$ cat src/rtl/enigma_step_ctrl.sv
// Sequencer in front of the 4-stage enigma pipeline: steps the rotors per
// accepted letter, issues letters into the pipeline, tracks them through it
// and buffers the results in a first-word fall-through FIFO.
//
// state    | meaning
// ---------+---------------------------------------------------------------
// ST_RUN   | accepting letters, stepping rotors
// ST_DRAIN | new start positions latched, waiting for the pipeline to empty
// ST_LOAD  | one cycle: apply latched positions or flag a bad load
module enigma_step_ctrl #(
  parameter int PIPE_LAT   = 4,
  parameter int FIFO_DEPTH = 8,
  parameter int NOTCH1     = 16,
  parameter int NOTCH2     = 4
) (
  input  logic        clk,
  input  logic        rst,
  input  logic        cfg_load,
  input  logic [4:0]  cfg_pos1,
  input  logic [4:0]  cfg_pos2,
  input  logic [4:0]  cfg_pos3,
  output logic        cfg_ack,
  output logic        cfg_err,
  input  logic        in_valid,
  output logic        in_ready,
  input  logic [25:0] in_letter,
  output logic [25:0] enc_letter,
  output logic [4:0]  enc_n1,
  output logic [4:0]  enc_n2,
  output logic [4:0]  enc_n3,
  input  logic [25:0] enc_result,
  output logic        out_valid,
  input  logic        out_ready,
  output logic [25:0] out_letter,
  output logic        err_onehot,
  output logic [4:0]  pos1,
  output logic [4:0]  pos2,
  output logic [4:0]  pos3
);

  localparam int CW = $clog2(FIFO_DEPTH + 1);
  localparam int AW = (FIFO_DEPTH > 1) ? $clog2(FIFO_DEPTH) : 1;
  localparam logic [4:0]    N1      = 5'(NOTCH1);
  localparam logic [4:0]    N2      = 5'(NOTCH2);
  localparam logic [CW:0]   CREDITS = (CW + 1)'(FIFO_DEPTH);
  localparam logic [CW-1:0] FULL    = CW'(FIFO_DEPTH);
  localparam logic [AW-1:0] LAST    = AW'(FIFO_DEPTH - 1);

  typedef enum logic [1:0] {ST_RUN, ST_DRAIN, ST_LOAD} state_t;

  function automatic logic [4:0] inc26(input logic [4:0] p);
    return (p == 5'd25) ? 5'd0 : p + 5'd1;
  endfunction

  state_t state_q, state_d;
  logic [4:0]  pos1_q, pos1_d, pos2_q, pos2_d, pos3_q, pos3_d;
  logic [4:0]  lat1_q, lat1_d, lat2_q, lat2_d, lat3_q, lat3_d;
  logic        cfg_err_q, cfg_err_d, err_onehot_q, err_onehot_d;
  logic [25:0] enc_letter_q, enc_letter_d;
  logic [4:0]  enc_n1_q, enc_n1_d, enc_n2_q, enc_n2_d, enc_n3_q, enc_n3_d;
  logic                issue_v_q, issue_v_d;
  logic [PIPE_LAT-1:0] tag_q, tag_d;
  logic [CW-1:0] inflight_q, inflight_d, fifo_cnt_q, fifo_cnt_d;
  logic [AW-1:0] wr_ptr_q, wr_ptr_d, rd_ptr_q, rd_ptr_d;
  logic [25:0]   mem_q [FIFO_DEPTH];
  logic [25:0]   mem_d [FIFO_DEPTH];

  logic [CW:0] credit_sum;
  logic        accept, mid, carry2, letter_ok;
  logic [4:0]  nxt1, nxt2, nxt3;
  logic        push, pop, wr_en, fifo_full;

  // Handshake, credit accounting and the rotor stepping rule on pre-step positions
  always_comb begin
    credit_sum = {1'b0, inflight_q} + {1'b0, fifo_cnt_q};
    in_ready   = (state_q == ST_RUN) && !cfg_load && (credit_sum < CREDITS);
    accept     = in_valid && in_ready;
    mid        = (pos2_q == N2);
    carry2     = (pos1_q == N1) || mid;
    nxt1       = inc26(pos1_q);
    nxt2       = carry2 ? inc26(pos2_q) : pos2_q;
    nxt3       = mid ? inc26(pos3_q) : pos3_q;
    letter_ok  = (in_letter != 26'd0) && ((in_letter & (in_letter - 26'd1)) == 26'd0);
  end

  // Sequencer: run / drain the pipeline / apply new start positions
  always_comb begin
    state_d   = state_q;
    pos1_d    = pos1_q;
    pos2_d    = pos2_q;
    pos3_d    = pos3_q;
    lat1_d    = lat1_q;
    lat2_d    = lat2_q;
    lat3_d    = lat3_q;
    cfg_err_d = cfg_err_q;
    cfg_ack   = 1'b0;
    case (state_q)
      ST_RUN: begin
        if (cfg_load) begin
          lat1_d  = cfg_pos1;
          lat2_d  = cfg_pos2;
          lat3_d  = cfg_pos3;
          state_d = ST_DRAIN;
        end else if (accept) begin
          pos1_d = nxt1;
          pos2_d = nxt2;
          pos3_d = nxt3;
        end
      end
      ST_DRAIN: begin
        if (inflight_q == '0) state_d = ST_LOAD;
      end
      ST_LOAD: begin
        if ((lat1_q <= 5'd25) && (lat2_q <= 5'd25) && (lat3_q <= 5'd25)) begin
          pos1_d  = lat1_q;
          pos2_d  = lat2_q;
          pos3_d  = lat3_q;
          cfg_ack = 1'b1;
        end else begin
          cfg_err_d = 1'b1;
        end
        state_d = ST_RUN;
      end
      default: state_d = ST_RUN;
    endcase
  end

  // Issue into the pipeline and follow each letter with a valid tag
  always_comb begin
    enc_letter_d = accept ? in_letter : 26'd0;
    enc_n1_d     = accept ? nxt1 : enc_n1_q;
    enc_n2_d     = accept ? nxt2 : enc_n2_q;
    enc_n3_d     = accept ? nxt3 : enc_n3_q;
    err_onehot_d = err_onehot_q || (accept && !letter_ok);
    issue_v_d    = accept;
    tag_d        = PIPE_LAT'({tag_q, issue_v_q});
    push         = tag_q[PIPE_LAT-1];
    inflight_d   = inflight_q + CW'(accept) - CW'(push);
  end

  // Output FIFO, first-word fall-through
  always_comb begin
    fifo_full  = (fifo_cnt_q == FULL);
    out_valid  = (fifo_cnt_q != '0);
    out_letter = mem_q[rd_ptr_q];
    pop        = out_valid && out_ready;
    wr_en      = push && (!fifo_full || pop);
    fifo_cnt_d = fifo_cnt_q + CW'(wr_en) - CW'(pop);
    wr_ptr_d   = wr_ptr_q;
    rd_ptr_d   = rd_ptr_q;
    if (wr_en) wr_ptr_d = (wr_ptr_q == LAST) ? '0 : wr_ptr_q + AW'(1);
    if (pop)   rd_ptr_d = (rd_ptr_q == LAST) ? '0 : rd_ptr_q + AW'(1);
    mem_d = mem_q;
    if (wr_en) mem_d[wr_ptr_q] = enc_result;
  end

  // Control and datapath registers; reset drops everything in flight
  always_ff @(posedge clk or posedge rst) begin
    if (rst) begin
      state_q      <= ST_RUN;
      pos1_q       <= '0;
      pos2_q       <= '0;
      pos3_q       <= '0;
      lat1_q       <= '0;
      lat2_q       <= '0;
      lat3_q       <= '0;
      cfg_err_q    <= 1'b0;
      err_onehot_q <= 1'b0;
      enc_letter_q <= '0;
      enc_n1_q     <= '0;
      enc_n2_q     <= '0;
      enc_n3_q     <= '0;
      issue_v_q    <= 1'b0;
      tag_q        <= '0;
      inflight_q   <= '0;
      fifo_cnt_q   <= '0;
      wr_ptr_q     <= '0;
      rd_ptr_q     <= '0;
    end else begin
      state_q      <= state_d;
      pos1_q       <= pos1_d;
      pos2_q       <= pos2_d;
      pos3_q       <= pos3_d;
      lat1_q       <= lat1_d;
      lat2_q       <= lat2_d;
      lat3_q       <= lat3_d;
      cfg_err_q    <= cfg_err_d;
      err_onehot_q <= err_onehot_d;
      enc_letter_q <= enc_letter_d;
      enc_n1_q     <= enc_n1_d;
      enc_n2_q     <= enc_n2_d;
      enc_n3_q     <= enc_n3_d;
      issue_v_q    <= issue_v_d;
      tag_q        <= tag_d;
      inflight_q   <= inflight_d;
      fifo_cnt_q   <= fifo_cnt_d;
      wr_ptr_q     <= wr_ptr_d;
      rd_ptr_q     <= rd_ptr_d;
    end
  end

  // FIFO storage needs no reset; the count qualifies every entry
  always_ff @(posedge clk) begin
    mem_q <= mem_d;
  end

  // The credit rule should make a write into a full FIFO impossible
  assert property (@(posedge clk) disable iff (rst) !(push && fifo_full && !pop))
    else $error("enigma_step_ctrl: result written while FIFO full");

  assign cfg_err    = cfg_err_q;
  assign err_onehot = err_onehot_q;
  assign enc_letter = enc_letter_q;
  assign enc_n1     = enc_n1_q;
  assign enc_n2     = enc_n2_q;
  assign enc_n3     = enc_n3_q;
  assign pos1       = pos1_q;
  assign pos2       = pos2_q;
  assign pos3       = pos3_q;

endmodule

$ cat config.mk
export PLATFORM = sky130hd
export DESIGN_NAME = enigma_step_ctrl
export DESIGN_NICKNAME = d
export VERILOG_FILES = /design/src/rtl/enigma_step_ctrl.sv
export SDC_FILE = /design/constraint.sdc
export NUM_CORES = 1
export LEC_CHECK = 0
export CAP_MARGIN = 20
export CORE_MARGIN = 2
export CORE_UTILIZATION = 30
export DETAILED_ROUTE_END_ITERATION = 8
export GPL_TIMING_DRIVEN = 0
export SLEW_MARGIN = 10
export SYNTH_ARGS = -nofsm -noshare
export SYNTH_HDL_FRONTEND = slang
export SYNTH_SLANG_ARGS = --single-unit
$ cat constraint.sdc
create_clock -name clk -period 4.1 [get_ports clk]
set_input_delay 0.615 -clock clk [delete_from_list [all_inputs] [get_ports clk]]
set_output_delay 0.615 -clock clk [all_outputs]
set_load 0.02 [all_outputs]
==> results.rst, run 1 <==
.. list-table::
   :header-rows: 1

   * - Metric
     - Value
   * - Post-CTS Hold Fix Bufs
     - 0
   * - Length of the first detailed-routing pass in iterations
     - 5
   * - Critical path startpoint
     - rd_ptr_q[1]
   * - Syn Area/Cell
     - about 16 um2
   * - Crit path arrival time
     - 3290 ps
   * - Antenna Nets Post-Route
     - 0
   * - Clock Skew
     - a little over 30 ps
   * - Logic gate share of total power
     - 32.5%
   * - Flop-to-flop setup slack
     - 460 ps
   * - Library cell with the largest summed area after synthesis
     - sky130_fd_sc_hd__edfxtp_1
   * - Sequential area share after synthesis
     - 68.6%
   * - Sequential Power Share
     - 36.6%
   * - Total Power Consumption
     - 10600 uW
   * - Post-route cell area
     - 16300 um2
   * - Number of CTS-inserted buffers
     - 36
   * - Sw frac
     - between 30% and 40%
   * - Clock network power share
     - about 31%
   * - Post-synthesis cell count
     - between 700 and 800
   * - Post-place instance area
     - 15100 um2
   * - Leading post-synthesis cells by instance count
     - 208 x sky130_fd_sc_hd__edfxtp_1, 94 x sky130_fd_sc_hd__dfrtp_1, 52 x sky130_fd_sc_hd__mux4_2
   * - Sum Neg Setup Slack
     - 0 ps
   * - Starting density of the core
     - between 30 and 40%
   * - Flop and latch count out of synthesis
     - 302
   * - Worst flop-to-flop path startpoint
     - state_q[1]
   * - Final Net Count
     - 1077
   * - Input/output buffers
     - 158
   * - Cell area power density
     - 647 nW/um2
   * - Placer's final routability congestion estimate
     - 0.761
   * - Number of antenna diodes
     - 0
   * - Number of remaining DRC errors
     - 0
   * - Net count after synthesis
     - 860
   * - Peak ir drop on the vdd network
     - roughly 320 uV
   * - Final routed wire length divided by cell count
     - 19.6 um
   * - Worst-margin pin slew
     - 1160 ps
   * - Slew Limit Fails
     - 0
   * - Core area
     - 41000 um2
   * - Maximum number of pins on one net before global-route repair
     - 57
   * - Max Buffers Root-to-Sink
     - 3
   * - I/O pin cnt
     - around 160
   * - Most instantiated library cell after synthesis
     - sky130_fd_sc_hd__edfxtp_1
   * - Core Rows
     - 74
   * - Total number of vias
     - about 7400
   * - Most common flop cell mapped by yosys
     - sky130_fd_sc_hd__edfxtp_1
   * - GRT Resource Usage Total
     - 13.8%
   * - Final Hold Fails
     - 0
   * - Floorplan die width
     - 208 um
   * - Unrepaired setup endpoints after global routing
     - no
   * - Clock-pin slew on the worst setup and hold paths
     - 50 ps
   * - Placed Cells incl. Taps
     - 1472
   * - Required time of the critical path
     - 3480 ps
   * - Wire length of the first global-routing pass
     - 46.2 mm
   * - YS warnings
     - 0
   * - Number of sinks handled by clock tree synthesis
     - around 300
   * - Static leakage
     - approximately 0.0060 uW
   * - Residual overflow from global routing
     - 0
   * - Outcome
     - finished, final reports clean
   * - Syn Std Cell Area
     - 12500 um2
   * - Area growth from synthesis to layout
     - 30.3%
   * - Vias in the first global route
     - 7830
   * - Total net switching power
     - 3240 uW
   * - Clock insertion delay at the later pin of the skew report
     - 530 ps
   * - Buffer type at the clock tree root
     - sky130_fd_sc_hd__clkbuf_16
   * - Estimated wirelength of the detail-placed design
     - between 20 and 25 mm
   * - Post-detailed-route via-to-cell ratio
     - around 4.9
   * - Critical R2R Capture
     - inflight_q[2]
   * - CTS HTree Levels
     - 2
   * - Number of max-cap violations
     - 0
   * - Max-Slew Margin vs Limit
     - 21.8%
   * - Post-route fraction of the period consumed by the critical path
     - 95.3%
   * - Detailed router's first-iteration violation count
     - 486
   * - CTS tree
     - built
   * - Worst Setup Start Kind
     - register
   * - Area share of the leading cell type in the synthesized netlist
     - 49.8%
   * - Depth of the most critical reg-to-reg path
     - 14
   * - Total die area
     - 43400 um2
   * - Internal
     - 7330 uW
   * - Top cells by area in the synthesized netlist
     - sky130_fd_sc_hd__edfxtp_1 50%, sky130_fd_sc_hd__dfrtp_1 19%, sky130_fd_sc_hd__mux4_2 9.3%
   * - Cell Count, Final, Fillers Out
     - 1535
   * - Wire length reported by the detailed router
     - around 30 mm
   * - Async set or reset register ratio after synthesis
     - 31.1%
   * - Hold Path Class
     - register to register
   * - Initial antenna violation count
     - 1
   * - Count of flip-flops with a built-in enable after synthesis
     - 208
   * - CP Capture Point
     - out_letter[24]
   * - Fmax achieved
     - 0.256 GHz
   * - Critical path fanouts, max
     - 10
   * - Die boundary height
     - roughly 210 um
   * - Final setup violating endpoints
     - 0
   * - Fraction of final layout cells with drive strength greater than 1
     - 20.6%
   * - Distinct cells, synth
     - 64
   * - Category of the critical setup timing path
     - register to primary output
   * - Sort of element at the end of the critical path
     - primary output
   * - Final critical-path required period
     - between 3000 and 4000 ps
==> worst min-delay path by stage <==
| stage | from | to | slack (ps) | cells after the start |
|---|---|---|---|---|
| 2_1_floorplan | issue_v_q | tag_q[0] | 330 | 0 |
| 3_3_place_gp | issue_v_q | tag_q[0] | 330 | 0 |
| 3_5_place_dp | tag_q[1] | tag_q[2] | 340 | 0 |
| 4_1_cts | tag_q[1] | tag_q[2] | 350 | 0 |
| 5_1_grt | tag_q[1] | tag_q[2] | 350 | 0 |
| 6_report | tag_q[1] | tag_q[2] | 340 | 0 |
==> sequential cells by signal, indices dropped and copies added, names as in the netlist <==
register	flops
mem_q	208
enc_letter	26
enc_n1	5
enc_n2	5
enc_n3	5
lat1_q	5
lat2_q	5
lat3_q	5
pos1	5
pos2	5
pos3	5
fifo_cnt_q	4
inflight_q	4
tag_q	4
rd_ptr_q	3
wr_ptr_q	3
state_q	2
cfg_err	1
err_onehot	1
issue_v_q	1
==> timing repair <==
action | CTS | global route
setup endpoints to repair | 26 | 0
setup buffers | 0 | 0
gates resized for setup | 10 | 0
==> area by class of cell <==
cell class / instances / area, um2
Inverter: 20 / 77.6
Clock inverter: 15 / 220
Buffer: 39 / 203
Multi-Input combinational cell: 400 / 3740
Clock buffer: 48 / 997
Sequential cell: 302 / 8600
Tap cell: 532 / 666
Timing Repair Buffer: 179 / 1830
Fill cell: 3771 / 24700
==> layer usage <==
layer  part of all wire (%)  vias up  GRT usage (%)  routed length (um)
met3                    7.3       45           4.14                2190
met1                     42     3765           17.6               12800
li1                       -     3415              -                   -
met5                  0.043        -              0                  13
met4                    1.9        2           3.30                 563
met2                     48      218           23.2               14600
==> cell families after synthesis <==
family / Yosys count / synth area share (%)
adder cells (fa/ha/maj): 28 / 2.89
buffers and inverters: 59 / 1.96
XOR/XNOR: 6 / 0.419
multiplexers: 100 / 13.6
flip-flops: 302 / 68.6
AND/OR/NAND/NOR: 161 / 6.93
AO/OA/AOI/OAI: 105 / 5.62
==> critical path: stages, from the launching register on <==
cell and delay, ps:
sky130_fd_sc_hd__dfrtp_1 340, sky130_fd_sc_hd__clkbuf_1 500, sky130_fd_sc_hd__clkbuf_1 670, sky130_fd_sc_hd__mux4_2 410
sky130_fd_sc_hd__mux2_2 310, sky130_fd_sc_hd__clkdlybuf4s50_1 550
==> power by group through the flow <==
stage	sequential, uW	combinational [uW]	clock, uW
2_1_floorplan	4010	2000	0
3_3_place_gp	3920	3430	0
3_5_place_dp	3920	3470	0
4_1_cts	3870	3520	3360
5_1_grt	3910	3740	3460
6_report	3870	3430	3260
==> metrics by stage <==
stage / utilization [%] / hold slack, ps / setup WS, ps
final: 39.8 / 344 / 191
after global routing: 39.8 / 352 / 60.8
after CTS: 39.8 / 348 / 96.5
after detailed placement: 36.8 / 336 / 133
after global placement: 36.0 / 335 / -3590
after floorplan: - / 331 / 113
==> cells in the final DEF (no fill, tap or decap), drive strengths merged, types with 5 or more instances in the layout <==
cell type,count
a211oi,5
a21o,8
a21oi,22
and3,27
buf,30
bufinv,5
clkbuf,74
clkdlybuf4s50,158
clkinv,8
dfrtp,94
edfxtp,208
ha,25
inv,21
mux2,44
mux4,52
nand2,33
nand2b,8
nand3,9
nor2,32
nor3,14
nor3b,5
o211ai,6
o21ai,32
o31ai,7
or2,6
or4,5
Note: power is estimated with default switching activity, not from simulation.
==> inputs of run 2 (changes only) <==
--- a/config.mk
+++ b/config.mk
@@ -10,6 +10,7 @@
 export CORE_UTILIZATION = 30
 export DETAILED_ROUTE_END_ITERATION = 8
 export GPL_TIMING_DRIVEN = 0
+export PLACE_DENSITY = 0.51
 export SLEW_MARGIN = 10
 export SYNTH_ARGS = -nofsm -noshare
 export SYNTH_HDL_FRONTEND = slang
==> run 2 against run 1 <==
Count of clock-buffer cells in the layout decreased by 4. Core utilization decreased by 0.39 points. Via count decreased by 1.6%. Non-clock buffer count increased by 4. Largest cell class unchanged. Combinational power about the same. Clock skew decreased by 19 ps. Sequential cell count unchanged. Maximum frequency increased by 0.22%.
==> results.rst, run 2 (synthesis gave the netlist of run 1 again) <==
.. list-table::
   :header-rows: 1

   * - Metric
     - Value
   * - Cell Count, Final, Fillers Out
     - 1537 (was 1535)
   * - Fraction of final layout cells with drive strength greater than 1
     - 20.1% (was 20.6%)
   * - Final Net Count
     - 1080 (was 1077)
   * - Critical path fanouts, max
     - 10 (unchanged)
   * - Delay of the slowest cell on the worst path
     - 700 ps (was 670 ps)
   * - Residual overflow from global routing
     - 0 (unchanged)
   * - Clock-pin slew on the worst setup and hold paths
     - 60 ps (was 50 ps)
   * - Peak ir drop on the vdd network
     - 330 uV (was 316 uV)
   * - Post-place instance area
     - 15100 um2 (about the same)
   * - Final critical-path required period
     - 3900 ps (was 3910 ps)
   * - Wire length of the first global-routing pass
     - 45.9 mm (was 46.2 mm)
   * - Worst Setup Start Kind
     - register (unchanged)
   * - Cell type with the highest occurrence count on the critical path
     - sky130_fd_sc_hd__clkbuf_1 (unchanged)
   * - Unrepaired setup endpoints after global routing
     - no (unchanged)
   * - Worst-margin pin slew
     - 988 ps (was 1160 ps)
   * - Crit path arrival time
     - 3290 ps (about the same)
   * - Clock insertion delay at the later pin of the skew report
     - 520 ps (was 530 ps)
   * - Fmax achieved
     - 0.256 GHz (about the same)
   * - Final routed wire length divided by cell count
     - 19.5 um (was 19.6 um)
   * - CTS HTree Levels
     - 2 (unchanged)
   * - Vias in the first global route
     - 7778 (was 7830)
   * - Maximum number of pins on one net before global-route repair
     - 50 (was 57)
   * - Buffer type at the clock tree root
     - sky130_fd_sc_hd__clkbuf_16 (unchanged)
   * - Most common cell after layout, fill and taps aside
     - sky130_fd_sc_hd__edfxtp_1 (unchanged)
   * - Sort of element at the end of the critical path
     - primary output (unchanged)
   * - Register containing the most flip-flops in the final layout
     - mem_q (unchanged)
   * - Placer's final routability congestion estimate
     - 0.782 (was 0.761)
   * - Number of CTS-inserted buffers
     - 35 (was 36)
   * - Starting density of the core
     - 30.6% (unchanged)
   * - Cell area power density
     - 624 nW/um2 (was 647 nW/um2)
   * - Buf+Inv Stages, Crit Path
     - 3 (unchanged)
   * - Input/output buffers
     - 158 (unchanged)
   * - Outcome
     - finished, final reports clean (unchanged)
   * - Core Rows
     - 74 (unchanged)
   * - Layout filler cell count
     - 3867 (was 3771)
   * - Core area
     - 41000 um2 (unchanged)
   * - Cells traversed along the worst timing path
     - clkbuf_1 > clkbuf_1 > mux4_2 > mux2_2 > clkdlybuf4s50_1 (unchanged)
   * - Post-detailed-route via-to-cell ratio
     - 4.77 (was 4.85)
   * - Most frequent cells in the layout
     - 208 x sky130_fd_sc_hd__edfxtp_1, 158 x sky130_fd_sc_hd__clkdlybuf4s50_1, 94 x sky130_fd_sc_hd__dfrtp_1 (unchanged)
   * - Number of remaining DRC errors
     - 0 (unchanged)
   * - Hold Path Class
     - register to register (unchanged)
   * - Critical path startpoint
     - rd_ptr_q[1] (unchanged)
   * - Floorplan die width
     - 208 um (unchanged)
   * - Max Buffers Root-to-Sink
     - 3 (unchanged)
   * - Post-route cell area
     - 16200 um2 (was 16300 um2)
   * - Sum Neg Setup Slack
     - 0 ps (unchanged)
   * - Number of max-cap violations
     - 0 (unchanged)
   * - Critical hold path startpoint
     - tag_q[0] (was tag_q[1])
   * - Final setup violating endpoints
     - 0 (unchanged)
   * - Area growth from synthesis to layout
     - 29.0% (was 30.3%)
   * - Static leakage
     - 0.00590 uW (was 0.00597 uW)
   * - Worst flop-to-flop path startpoint
     - state_q[1] (unchanged)
   * - Required time of the critical path
     - 3480 ps (about the same)
   * - Total number of vias
     - 7329 (was 7445)
   * - Antenna Nets Post-Route
     - 0 (unchanged)
   * - Slowest cell on the critical path
     - sky130_fd_sc_hd__clkbuf_1 (unchanged)
   * - Detailed router's first-iteration violation count
     - 369 (was 486)
   * - Die boundary height
     - 208 um (unchanged)
   * - Max-Slew Margin vs Limit
     - 33.2% (was 21.8%)
   * - Wire length reported by the detailed router
     - 29.9 mm (was 30.1 mm)
   * - Top Family by Delay on Critical Path
     - buffers and inverters (unchanged)
   * - Slew Limit Fails
     - 0 (unchanged)
   * - Length of the first detailed-routing pass in iterations
     - 7 (was 5)
   * - # Post-CTS Setup Buffers
     - 0 (unchanged)
   * - Clock Skew
     - 11.4 ps (was 30.2 ps)
   * - Estimated wirelength of the detail-placed design
     - 21.0 mm (was 20.8 mm)
   * - Initial antenna violation count
     - 1 (unchanged)
   * - Post-route fraction of the period consumed by the critical path
     - 95.1% (was 95.3%)
   * - Max reg flops
     - 208 (unchanged)
   * - GRT Resource Usage Total
     - 13.8% (about the same)
   * - CTS tree
     - built (unchanged)
   * - I/O pin cnt
     - 159 (unchanged)
   * - Category of the critical setup timing path
     - register to primary output (unchanged)
   * - Final Hold Fails
     - 0 (unchanged)
   * - Placed Cells incl. Taps
     - 1476 (was 1472)
   * - Total die area
     - 43400 um2 (unchanged)
   * - Number of sinks handled by clock tree synthesis
     - 302 (unchanged)
==> run 2: cell types whose count changed in the layout (fill, tap and decap cells not counted), moves of 2 or more <==
cell	previous run	this run
sky130_fd_sc_hd__bufinv_16	5	0
sky130_fd_sc_hd__clkdlybuf4s15_2	4	2
sky130_fd_sc_hd__clkinv_1	1	5
sky130_fd_sc_hd__clkinv_2	5	7
sky130_fd_sc_hd__clkbuf_16	37	35
sky130_fd_sc_hd__clkbuf_8	3	0
sky130_fd_sc_hd__buf_6	9	11
==> run 2: layout make-up <==
| cell class | instances | area, um2 | area share (%) |
|---|---|---|---|
| well taps | 532 | 666 | 4.12 |
| inverters | 20 | 80.1 | 0.495 |
| clock inverters | 16 | 103 | 0.634 |
| multi-input cells | 400 | 3740 | 23.1 |
| diodes | 1 | 2.50 | 0.0155 |
| repair buffers | 183 | 1880 | 11.6 |
| clock buffers | 44 | 910 | 5.62 |
| flip-flops and latches | 302 | 8600 | 53.2 |
| plain buffers | 39 | 189 | 1.17 |
==> run 2: worst paths after layout <==
check	slack [ps]	end	cells after the start
max reg2reg	550	inflight_q[2]	14
min in group asynchronous	500	enc_letter[6]	2
min reg2reg	350	tag_q[1]	0
max	200	out_letter[2]	5
min	350	tag_q[1]	0
max in group asynchronous	2980	enc_n3[4]	3
==> run 2: report_power, final <==
group / switching, uW / leakage [uW] / internal (uW) / total [uW]
sequential: 270 / 0.00305 / 3590 / 3860
combinational: 1730 / 0.00235 / 1720 / 3440
clock: 1210 / 0.000496 / 1580 / 2790
total: 3200 / 0.00590 / 6880 / 10100
==> run 2: metal layers <==
layer  track usage [%]  up-vias  share of wire [%]
met5                 0        -                  0
met4              3.20        0                1.5
met3              4.44       34                7.4
met2              23.0      196                 48
met1              17.4     3688                 43
li1                  -     3411                  -
==> run 2: stage by stage <==
stage          total power, uW  hold WS, ps  util (%)  worst slack [ps]
5_1_grt                  10700          363      39.4              37.0
3_5_place_dp              7410          335      36.9               154
4_1_cts                  10300          348      39.4              39.4
2_1_floorplan             6010          331         -               113
6_report                 10100          348      39.4               199
3_3_place_gp              7370          333      36.0             -3610
==> run 2: timing repair <==
item | 4_1_cts | 5_1_grt
pin swaps | 0 | 0
gates resized for setup | 6 | 2
setup endpoints to repair | 26 | 8
gates cloned | 0 | 0
hold buffers | 0 | 0
==> inputs of run 3 (changes only) <==
--- a/config.mk
+++ b/config.mk
@@ -9,8 +9,7 @@
 export CORE_MARGIN = 2
 export CORE_UTILIZATION = 30
 export DETAILED_ROUTE_END_ITERATION = 8
-export GPL_TIMING_DRIVEN = 0
-export PLACE_DENSITY = 0.51
+export PLACE_DENSITY = 0.49
 export SLEW_MARGIN = 10
 export SYNTH_ARGS = -nofsm -noshare
 export SYNTH_HDL_FRONTEND = slang
==> constraint.sdc (replaced) <==
create_clock -name clk -period 4 [get_ports clk]
set_input_delay 0.6 -clock clk [delete_from_list [all_inputs] [get_ports clk]]
set_output_delay 0.6 -clock clk [all_outputs]
set_load 0.02 [all_outputs]
==> run 3 against run 2 <==
Design area is 0.85% lower. Combinational power fell by 5%. Sequential cell count did not move. Cell count fell by 2.2%. Global-route usage down 0.13 points. Via count fell by 1.9%. Register-to-register slack better by 580 ps. Core utilization shrank 0.34 points. Critical path depth shrank 1. Critical endpoint is now out_letter[10]. Largest power group unchanged.
==> results.rst, run 3 (synthesis gave the netlist of run 1 again) <==
.. list-table::
   :header-rows: 1

   * - Metric
     - Value
   * - Outcome
     - finished, final reports clean (unchanged)
   * - Register containing the most flip-flops in the final layout
     - mem_q (unchanged)
   * - Final critical-path required period
     - 3610 ps
   * - Residual overflow from global routing
     - 0 (unchanged)
   * - Input/output buffers
     - 158 (unchanged)
   * - Static leakage
     - 0.00585 uW (was 0.00590 uW)
   * - Fmax achieved
     - around 0.28 GHz
   * - # Post-CTS Setup Buffers
     - 0 (unchanged)
   * - Post-detailed-route via-to-cell ratio
     - 4.78 (was 4.77)
   * - Clock-pin slew on the worst setup and hold paths
     - 60 ps (about the same)
   * - Sort of element at the end of the critical path
     - primary output (unchanged)
   * - Number of remaining DRC errors
     - 0 (unchanged)
   * - Antenna Nets Post-Route
     - 0 (unchanged)
   * - Placed Cells incl. Taps
     - 1440 (was 1476)
   * - Initial antenna violation count
     - 0 (was 1)
   * - Detailed router's first-iteration violation count
     - 364 (was 369)
   * - GRT Resource Usage Total
     - 13.7% (was 13.8%)
   * - Peak ir drop on the vdd network
     - 302 uV (was 330 uV)
   * - Final core area utilization
     - 39.1% (was 39.4%)
   * - Total die area
     - 43400 um2 (unchanged)
   * - Die boundary height
     - 208 um (unchanged)
   * - Hold Path Class
     - register to register (unchanged)
   * - Buffer type at the clock tree root
     - sky130_fd_sc_hd__clkbuf_16 (unchanged)
   * - Cell Count, Final, Fillers Out
     - 1503 (was 1537)
   * - Post-route fraction of the period consumed by the critical path
     - 90.2%
   * - Floorplan die width
     - 208 um (unchanged)
   * - Sum Neg Setup Slack
     - 0 ps (unchanged)
   * - Number of max-cap violations
     - 0 (unchanged)
   * - Total number of vias
     - 7190 (was 7329)
   * - Number of sinks handled by clock tree synthesis
     - 302 (unchanged)
   * - Area growth from synthesis to layout
     - 27.9% (was 29.0%)
   * - Post-CTS resize count
     - 0 (was 6)
   * - Slew Limit Fails
     - 0 (unchanged)
   * - Final Hold Fails
     - 0 (unchanged)
   * - Clock insertion delay at the later pin of the skew report
     - 540 ps (was 520 ps)
   * - Most frequent cells in the layout
     - 208 x sky130_fd_sc_hd__edfxtp_1, 158 x sky130_fd_sc_hd__clkdlybuf4s50_1, 92 x sky130_fd_sc_hd__dfrtp_1 (was 208 x sky130_fd_sc_hd__edfxtp_1, 158 x sky130_fd_sc_hd__clkdlybuf4s50_1, 94 x sky130_fd_sc_hd__dfrtp_1)
   * - Max Buffers Root-to-Sink
     - 3 (unchanged)
   * - CTS tree
     - built (unchanged)
   * - Wire length reported by the detailed router
     - 29.2 mm (was 29.9 mm)
   * - Number of antenna diodes
     - 0 (was 1)
   * - I/O pin cnt
     - 159 (unchanged)
   * - Final setup violating endpoints
     - 0 (unchanged)
   * - Wire length of the first global-routing pass
     - 45.3 mm (was 45.9 mm)
   * - Worst-margin pin slew
     - 857 ps (was 988 ps)
   * - Worst Setup Start Kind
     - register (unchanged)
   * - Max reg flops
     - 208 (unchanged)
   * - Starting density of the core
     - 30.6% (unchanged)
   * - CTS HTree Levels
     - 2 (unchanged)
   * - Critical path fanouts, max
     - 30 (was 10)
   * - Fraction of final layout cells with drive strength greater than 1
     - 20.6% (was 20.1%)
   * - Clock Skew
     - 18.3 ps (was 11.4 ps)
   * - Pre-CTS setup slack
     - 823 ps (was 154 ps)
   * - Category of the critical setup timing path
     - register to primary output (unchanged)
   * - Number of CTS-inserted buffers
     - 36 (was 35)
   * - Required time of the critical path
     - 3400 ps (was 3480 ps)
   * - Core area
     - 41000 um2 (unchanged)
   * - Post-CTS Hold Fix Bufs
     - 0 (unchanged)
   * - Most common cell after layout, fill and taps aside
     - sky130_fd_sc_hd__edfxtp_1 (unchanged)
   * - Vias in the first global route
     - 7510 (was 7778)
   * - Final setup margin
     - 391 ps (was 199 ps)
   * - Final routed wire length divided by cell count
     - 19.5 um (about the same)
   * - Final Net Count
     - 1045 (was 1080)
   * - Unrepaired setup endpoints after global routing
     - no (unchanged)
   * - Max-Slew Margin vs Limit
     - 42.1% (was 33.2%)
   * - Maximum number of pins on one net before global-route repair
     - 48 (was 50)
   * - Estimated wirelength of the detail-placed design
     - 17.7 mm (was 21.0 mm)
   * - Length of the first detailed-routing pass in iterations
     - 4 (was 7)
   * - Placer's final routability congestion estimate
     - 0.757 (was 0.782)
   * - Crit path arrival time
     - 3010 ps (was 3290 ps)
   * - Cell area power density
     - 658 nW/um2 (was 624 nW/um2)
   * - Core Rows
     - 74 (unchanged)
-- run 3: cell types whose count changed in the layout (fill, tap and decap cells not counted), moves of 4 or more --
cell | before | now
sky130_fd_sc_hd__clkbuf_1 | 33 | 11
sky130_fd_sc_hd__buf_4 | 11 | 25
sky130_fd_sc_hd__buf_6 | 11 | 0
sky130_fd_sc_hd__buf_2 | 5 | 0
sky130_fd_sc_hd__clkbuf_8 | 0 | 4
-- run 3: final timing paths --
path | from | to | slack (ps) | cells after the start
min in group asynchronous | rst | enc_letter[20] | 510 | 2
hold reg to reg | tag_q[0] | tag_q[1] | 340 | 0
setup reg to reg | state_q[0] | inflight_q[2] | 1130 | 10
max in group asynchronous | rst | enc_n1[4] | 2790 | 3
setup / recovery | rd_ptr_q[0] | out_letter[10] | 390 | 4
hold / removal | tag_q[0] | tag_q[1] | 340 | 0
-- run 3: layout make-up --
type	instances	area [um2]
clock inverters	12	128
multi-input cells	400	3730
repair buffers	186	1830
flip-flops and latches	302	8600
inverters	20	77.6
fillers	3804	25000
well taps	532	666
clock buffers	51	997
-- run 3: critical path, cell delays in order (launching register included) --
cell	delay (ps)
sky130_fd_sc_hd__dfrtp_4	810
sky130_fd_sc_hd__buf_4	300
sky130_fd_sc_hd__mux4_2	510
sky130_fd_sc_hd__mux2_2	290
sky130_fd_sc_hd__clkdlybuf4s50_1	540
-- run 3: stage by stage --
step | cell area, um2 | hold WS [ps] | total power, uW
global placement | 14900 | 332 | 7550
CTS | 16000 | 341 | 10700
detailed placement | 14900 | 335 | 7540
global route | 16000 | 341 | 11100
floorplan | 12500 | 331 | 6160
finish | 16000 | 343 | 10500
-- run 3: per-layer routing --
layer | global-route usage [%] | vias up | share of wire [%]
met1 | 17.5 | 3638 | 44
met5 | 0 | - | 0
met2 | 22.0 | 175 | 47
met4 | 4.56 | 0 | 2.5
li1 | - | 3335 | -
met3 | 4.21 | 42 | 6.4
-- run 3: power by group --
part	total [uW]	switching (uW)	leakage (uW)	internal (uW)
clock	3130	1260	0.000544	1870
combinational	3280	1520	0.00226	1760
sequential	4140	462	0.00305	3680
